<file path="config.mk">
export PLATFORM = sky130hd
export DESIGN_NAME = fb_write_arbiter
export DESIGN_NICKNAME = d
export VERILOG_FILES = /design/src/rtl/fb_pkg.sv /design/src/rtl/fb_clear_sweep.sv /design/src/rtl/fb_write_arbiter.sv
export SDC_FILE = /design/constraint.sdc
export NUM_CORES = 1
export LEC_CHECK = 0
export BUFFER_PORTS_ARGS = -buffer_cell sky130_fd_sc_hd__buf_2
export CORE_MARGIN = 2
export CORE_UTILIZATION = 40
export CTS_CLUSTER_DIAMETER = 100
export DETAILED_ROUTE_END_ITERATION = 6
export PLACE_DENSITY = 0.7
export RECOVER_POWER = 50
export SKIP_LAST_GASP = 1
export SLEW_MARGIN = 20
export SYNTH_ARGS = -nofsm -noshare
export SYNTH_HDL_FRONTEND = slang
export SYNTH_SLANG_ARGS = --single-unit
</file>
<file path="constraint.sdc">
create_clock -name clk -period 2.2 [get_ports clk]
set_input_delay 0.11 -clock clk [delete_from_list [all_inputs] [get_ports clk]]
set_output_delay 0.11 -clock clk [all_outputs]
set_load 0.01 [all_outputs]
</file>
<file path="src/rtl/fb_pkg.sv">
`default_nettype none
// fb_pkg: shared state encoding, default widths and frame geometry for the frame-buffer write path.
// Revision 1.0
package fb_pkg;

  localparam int unsigned c_FB_DATA_WIDTH = 4;
  localparam int unsigned c_FB_ADDR_WIDTH = 19;
  localparam int unsigned c_FB_H_PIXELS   = 640;
  localparam int unsigned c_FB_V_PIXELS   = 480;
  localparam int unsigned c_FB_PIXELS     = c_FB_H_PIXELS * c_FB_V_PIXELS;

  typedef enum logic [0:0] {
    ST_IDLE  = 1'b0,
    ST_CLEAR = 1'b1
  } fb_state_e;

endpackage
`default_nettype wire

</file>
<file path="src/rtl/fb_clear_sweep.sv">
`default_nettype none
// fb_clear_sweep: sweep address counter for a full-frame clear, with last-address detect.
// Revision 1.0
module fb_clear_sweep
  import fb_pkg::*;
#(
  parameter int unsigned ADDR_WIDTH = c_FB_ADDR_WIDTH,
  parameter int unsigned PIXELS     = c_FB_PIXELS
) (
  input  logic                  clk,
  input  logic                  rst_n,
  input  logic                  i_start,
  input  logic                  i_step,
  output logic [ADDR_WIDTH-1:0] o_count_next,
  output logic                  o_last
);

  localparam logic [ADDR_WIDTH-1:0] c_LAST = ADDR_WIDTH'(PIXELS - 1);

  logic [ADDR_WIDTH-1:0] r_count;

  // Stepping stops at the last address, so the counter never wraps.
  always_ff @(posedge clk or negedge rst_n) begin
    if (!rst_n) begin
      r_count <= '0;
    end else if (i_start) begin
      r_count <= '0;
    end else if (i_step && !o_last) begin
      r_count <= o_count_next;
    end
  end

  assign o_count_next = r_count + ADDR_WIDTH'(1);
  assign o_last       = (r_count == c_LAST);

endmodule
`default_nettype wire

</file>
<file path="src/rtl/fb_write_arbiter.sv">
`default_nettype none
// fb_write_arbiter: shares one frame-buffer RAM write port between a brush and a full-frame clear sweep.
// Revision 1.0
module fb_write_arbiter
  import fb_pkg::*;
#(
  parameter int unsigned DATA_WIDTH = c_FB_DATA_WIDTH,
  parameter int unsigned ADDR_WIDTH = c_FB_ADDR_WIDTH,
  parameter int unsigned PIXELS     = c_FB_PIXELS
) (
  input  logic                  clk,
  input  logic                  rst_n,
  input  logic                  brush_valid,
  input  logic [ADDR_WIDTH-1:0] brush_addr,
  input  logic [DATA_WIDTH-1:0] brush_color,
  output logic                  brush_ready,
  input  logic                  clear_start,
  input  logic [DATA_WIDTH-1:0] clear_color,
  output logic                  busy,
  output logic                  clear_done,
  output logic                  addr_err,
  output logic [ADDR_WIDTH-1:0] mem_addr,
  output logic [DATA_WIDTH-1:0] mem_wdata,
  output logic                  mem_cs,
  output logic                  mem_we,
  output logic                  mem_oe
);

  // One extra bit keeps the range compare correct even if PIXELS == 2**ADDR_WIDTH.
  localparam logic [ADDR_WIDTH:0] c_PIXELS_EXT = (ADDR_WIDTH + 1)'(PIXELS);

  fb_state_e             r_state;
  fb_state_e             w_state_next;
  logic                  w_clear_go;
  logic                  w_sweep_step;
  logic                  w_sweep_last;
  logic [ADDR_WIDTH-1:0] w_sweep_next;
  logic                  w_brush_fire;
  logic                  w_brush_in_range;

  logic [DATA_WIDTH-1:0] r_color;
  logic [ADDR_WIDTH-1:0] r_mem_addr;
  logic [DATA_WIDTH-1:0] r_mem_wdata;
  logic                  r_mem_cs;
  logic                  r_clear_done;
  logic                  r_addr_err;

  fb_clear_sweep #(
    .ADDR_WIDTH (ADDR_WIDTH),
    .PIXELS     (PIXELS)
  ) u_sweep (
    .clk          (clk),
    .rst_n        (rst_n),
    .i_start      (w_clear_go),
    .i_step       (w_sweep_step),
    .o_count_next (w_sweep_next),
    .o_last       (w_sweep_last)
  );

  always_ff @(posedge clk or negedge rst_n) begin
    if (!rst_n) begin
      r_state <= ST_IDLE;
    end else begin
      r_state <= w_state_next;
    end
  end

  always_comb begin
    w_state_next = r_state;
    w_clear_go   = 1'b0;
    w_sweep_step = 1'b0;
    case (r_state)
      ST_IDLE: begin
        if (clear_start) begin
          w_clear_go   = 1'b1;
          w_state_next = ST_CLEAR;
        end
      end
      ST_CLEAR: begin
        w_sweep_step = 1'b1;
        if (w_sweep_last) begin
          w_state_next = ST_IDLE;
        end
      end
      default: w_state_next = ST_IDLE;
    endcase
  end

  assign brush_ready      = (r_state == ST_IDLE) && !clear_start;
  assign w_brush_fire     = brush_valid && brush_ready;
  assign w_brush_in_range = ({1'b0, brush_addr} < c_PIXELS_EXT);
  assign busy             = (r_state == ST_CLEAR);

  // The write port register runs one address ahead of the sweep counter so
  // each CLEAR cycle presents its own write and the cycle after the last one is idle.
  always_ff @(posedge clk or negedge rst_n) begin
    if (!rst_n) begin
      r_color      <= '0;
      r_mem_addr   <= '0;
      r_mem_wdata  <= '0;
      r_mem_cs     <= 1'b0;
      r_clear_done <= 1'b0;
      r_addr_err   <= 1'b0;
    end else begin
      r_mem_cs     <= 1'b0;
      r_clear_done <= 1'b0;
      r_addr_err   <= 1'b0;
      if (w_clear_go) begin
        r_color     <= clear_color;
        r_mem_addr  <= '0;
        r_mem_wdata <= clear_color;
        r_mem_cs    <= 1'b1;
      end else if (r_state == ST_CLEAR) begin
        if (w_sweep_last) begin
          r_clear_done <= 1'b1;
        end else begin
          r_mem_addr  <= w_sweep_next;
          r_mem_wdata <= r_color;
          r_mem_cs    <= 1'b1;
        end
      end else if (w_brush_fire) begin
        if (w_brush_in_range) begin
          r_mem_addr  <= brush_addr;
          r_mem_wdata <= brush_color;
          r_mem_cs    <= 1'b1;
        end else begin
          r_addr_err <= 1'b1;
        end
      end
    end
  end

  assign mem_addr   = r_mem_addr;
  assign mem_wdata  = r_mem_wdata;
  assign mem_cs     = r_mem_cs;
  assign mem_we     = r_mem_cs;
  assign mem_oe     = 1'b0;
  assign clear_done = r_clear_done;
  assign addr_err   = r_addr_err;

endmodule
`default_nettype wire

</file>
**Word level (Yosys, flattened, before mapping)**

Cells that the tools add are included.
Widths: inputs -> output; s select.

- $add $sub $neg: 1
- Order comparisons: 1
- Eq/ne operators: 2
- Multiplexer cells: 28
- Bitwise operators: 1
- Reduce and logical (&&, ||, !) cells: 9

Operators by type and width:

| operator | number |
|---|---|
| $mux 19 | 7 |
| $mux 4 | 5 |
| $add 19x1->19 const B | 1 |
| $eq 19x19->1 const B | 1 |
| $lt 19x19->1 const B | 1 |
| $mux 1 | 15 |
| $reduce_bool 3->1 | 2 |
| $logic_and 1x1->1 | 3 |
| $ne 3x2->1 const B | 1 |
| $reduce_and 3->1 | 1 |
| $logic_not 1->1 | 2 |
| $pmux 1 s2 | 1 |
| $reduce_bool 2->1 | 1 |
| $not 1->1 | 1 |

- Register bits after elaboration: 50
- Input bits: 31
- Output and inout bits: 30

**Depth between registers and ports, before layout**

- Depth in word-level cells: 6
- Mapped depth: 8
- Mapped depth without buffers: 6

**By module**

A second synthesis with hierarchy kept.

- Cells, all modules: 308
- Area, all modules: 3022.9 µm²

Modules (own cells, without submodules):

| module | instances | cells an instance | area an instance (µm²) | seq. area each (µm²) |
|---|---|---|---|---|
| fb_write_arbiter | 1 | 149 | 1605.3 | 775.7 |
| fb_clear_sweep | 1 | 159 | 1417.6 | 475.5 |

**Least setup slack after synthesis**

OpenSTA, ideal clock, no wires.

- Kind: register to register
- From: register u_sweep.r_count[0]
- To: register r_mem_addr[0] (netlist: mem_addr[0])
- Library setup time: 0.127 ns
- Arrival: 1.966 ns
- Data required time: 2.073 ns
- Setup slack: 0.107 ns
- Stages on the path, launching flop included: 9
- Path buffers: 2
- Cells stage by stage: dfrtp_1 > ha_1 > and4_1 > buf_2 > nand4_2 > o21bai_2 > nor2_2 > buf_6 > mux2_1

- Longest elaborated chain between the ends: 4
- Elaborated cells on any way between the ends: 7
- Those cells by class: add/sub (1); eq/ne (2); mux (3); reduce/logical (1)

Ends and longest elaborated chain:

| what | line | text |
|---|---|---|
| from (decl) | fb_clear_sweep.sv:20 | `logic [ADDR_WIDTH-1:0] r_count;` |
| from (signal assigned) | fb_clear_sweep.sv:29 | `r_count <= o_count_next;` |
| $add 19x1->19 | fb_clear_sweep.sv:33 | `assign o_count_next = r_count + ADDR_WIDTH'(1);` |
| $mux 19 | fb_write_arbiter.sv:114 | `if (w_sweep_last) begin` |
| $mux 19 | fb_write_arbiter.sv:113 | `end else if (r_state == ST_CLEAR) begin` |
| $mux 19 | fb_write_arbiter.sv:108 | `if (w_clear_go) begin` |
| to (signal assigned) | fb_write_arbiter.sv:117 | `r_mem_addr <= w_sweep_next;` |
| to (signal assigned) | fb_write_arbiter.sv:123 | `r_mem_addr <= brush_addr;` |
| to (decl) | fb_write_arbiter.sv:42 | `logic [ADDR_WIDTH-1:0] r_mem_addr;` |

Parallel ways exist; a longest one is shown, timed or not. The select of a mux whose other input is x is not followed.
A chain may end at the register's enable or synchronous reset.

**Worst setup path after layout**

- From: register u_sweep.r_count[0]
- To: register r_mem_addr[14] (netlist: mem_addr[14])

The elaborated chain is that of the path after synthesis.

==> results.md <==
* Max-cap viol count at 0
* Worst Path Required at 2.41 ns
* CTS buffer count at 5
* Area Overhead vs Synth at 24.8%
* Grt total ovfl at 0
* Core ar. at 0.00668 mm²
* Ranking of synthesized cells by area: dfrtp_1 (46%), a21oi_1 (4.4%), o21ai_0 (4.2%), nand2_1 (4.1%), mux2_1 (3.7%)
* Antenna viol nets, final at 0
* Share of power burned in registers at 44.0%
* Syn nets at 318
* Routed len/inst at 16.3 µm
* Period utilization at 95.9%
* Pin count of the biggest net entering global routing at 35
* Clock Sinks at 50
* Die X-Extent at 86.5 µm
* Filler cells at 656
* EDFF count, synth at 0
* WHS Path Cells at 2
* Most frequent cells after synthesis: dfrtp_1 (50), nand2_1 (30), a21oi_1 (24)
* Int Power at 1.84 mW
* Yosys top cell by area: dfrtp_1
* Worst Path Class, Setup: flip-flop to flip-flop
* H-tree depth at 2
* Vias in the first global route at 2495
* Die area at 0.00749 mm²
* Setup Fix Bufs, Post-CTS at 0
* Clk_skew at 0.00835 ns
* Final #Nets at 402
* Vias after detailed routing at 2505
* Skew-Pair Late Insertion Delay at 0.31 ns
* DPL Wire Length at 5440 µm
* Lkg Pwr at 1.59 nW
* Diode count at 0
* Logic gate share of total power at 31.5%
* Clock slew at reported path FFs at 0.10 ns
* Status: finished, final reports clean
* Initial Util at 40.8%
* Worst slack at placement at -0.184 ns
* Slew HR at 27.9%
* Initial antenna violation count at 0
* Reg-to-reg endpoint: mem_addr[14]
* Ports at 61
* Top_reg_cell synth: dfrtp_1
* GPL Wtd Cong at 0.921
* DRC viols at 0
* Reg2Reg Depth at 7
* Clock share of power at 24.5%
* Height of the chip at 86.5 µm
* Post-Syn Area at 0.00273 mm²
* Count leader, synth: dfrtp_1
* Avg Inst Size Synth at 9.53 µm²
* PD cells at 804 mW/mm²
* Mean number of vias per cell at 5.55
* Yosys cell types at 55
* Worst Hold End: r_color[3]
* Net Sw Frac at 32.9%
* Detailed Route WL at 7360 µm
* Worst setup EP type: flip-flop
* Layout cells sized above 1 at 28.6%
* Sequential area share after synthesis at 45.9%
* Worst Hold Launch: clear_color[3]
* First-pass GRT wire length at 12000 µm
* Yosys warning count at 0
* Crit-path max FO at 5
* Fmax at 474 MHz
* Initial DRC count at 210
* Setup TNS Final at 0 ns
* Synth async-reset ratio at 100%
* Root Buffer: clkbuf_8
* IO buf count at 59
* Placed Cells at 442
* Pre-Repair DR Iteration Count at 4
* Reg2reg start: u_sweep.r_count[0]
* Crit start category: flip-flop
* Final worst setup slack at 0.0893 ns
* VDD IR max at 0.360 mV
* Switching pwr at 0.898 mW
* Worst Hold Class: primary input to flip-flop
* Max clock buf depth at 2
* Least-Margin Pin Slew at 1.08 ns
* Reg2reg setup slack at 0.09 ns
* Final-report setup violation count at 0
* Hold Fails Final Rpt at 0
* Row count at 30
* RSZ-0062 raised after global routing: false
* #FFs+latches synth at 50
* Cell count after synthesis at 286
* Tmin final at 2.11 ns
* Pins over their slew limit at 0
* Area share of the largest cell type after synthesis at 45.9%
* TritonCTS clock tree: yes
* Worst EP arrival at 2.32 ns
* Tot Pwr at 2.73 mW
* Non-filler cells, final at 451
* Post-layout util at 50.9%
* Gr usage total at 20.6%
==> area by class of cell <==
cell class	count	area (µm²)	share of cell area, %
multi-input combinational	202	1320	38.9
sequential	50	1250	36.8
timing repair buffer	98	566	16.6
tap	80	100	2.94
clock buffer	5	68.8	2.02
inverter	13	48.8	1.43
clock inverter	3	43.8	1.29
==> placed cells by master (no fill, tap or decap), types with 8 or more instances in the layout <==
master / count
mux2_2: 8
mux2_1: 9
buf_4: 36
o21ai_0: 23
a21oi_1: 24
inv_1: 13
xnor2_1: 8
nand3_1: 13
buf_2: 44
clkbuf_1: 16
dfrtp_1: 50
nand2_1: 30
==> metal layers <==
layer / track usage [%] / up-vias / share of wire (%)
met5: 0 / - / 0
met4: 7.10 / 0 / 2.4
met3: 3.81 / 13 / 5.5
met2: 33.6 / 76 / 49
met1: 27.6 / 1221 / 43
li1: - / 1195 / -
==> worst max-delay path by stage <==
stage,startpoint,endpoint,slack (ns),cells past startpoint
final,u_sweep.r_count[0],mem_addr[14],0.09,7
after global routing,u_sweep.r_count[0],mem_addr[14],0.01,7
after CTS,u_sweep.r_count[0],mem_addr[14],0.09,7
after detailed placement,u_sweep.r_count[0],mem_wdata[3],-0.18,6
after global placement,u_sweep.r_count[0],mem_wdata[3],-0.19,6
after floorplan,u_sweep.r_count[0],mem_addr[0],0.11,8
==> worst max-delay path: stages (launching register included) <==
cell and delay [ns]:
dfrtp_1 0.36, ha_1 0.16, buf_4 0.14, nand4_1 0.17, or4_1 0.59, xnor2_1 0.20, o21ai_0 0.11, mux2_2 0.27
==> state kept, by name, indices dropped and copies added (netlist names) <==
| register | count |
|---|---|
| u_sweep.r_count | 19 |
| busy | 1 |
| mem_cs | 1 |
| mem_wdata | 4 |
| r_color | 4 |
| mem_addr | 19 |
| clear_done | 1 |
| addr_err | 1 |
==> repair_timing <==
action / CTS / global route
hold buffers: 1 / 0
setup endpoints to repair: 18 / 0
resized for setup: 1 / 0
endpoints found under the hold margin: 50 / 0
==> stage by stage <==
stage | cell area [µm²] | hold slack, ns
after global placement | 3300 | 0.102
after CTS | 3430 | 0.0267
final | 3400 | 0.0376
after global routing | 3400 | 0.0336
after detailed placement | 3300 | 0.113
after floorplan | 2730 | -0.186
==> logic make-up after synthesis <==
group                    share of synthesized area, %
AO/OA/AOI/OAI                                    18.6
XOR/XNOR                                         3.21
adder cells (fa/ha/maj)                         0.459
buffers and inverters                            5.74
flip-flops                                       45.9
multiplexers                                     9.23
other                                           0.138
AND/OR/NAND/NOR                                  16.7
==> power groups by stage <==
stage	Sequential, mW	Clock (mW)	Combinational [mW]
2_1_floorplan	1.26	0	0.452
3_3_place_gp	1.22	0	0.844
3_5_place_dp	1.22	0	0.877
4_1_cts	1.20	0.687	0.882
5_1_grt	1.23	0.723	0.959
6_report	1.20	0.670	0.861
Power figures use the tool's default switching activity.
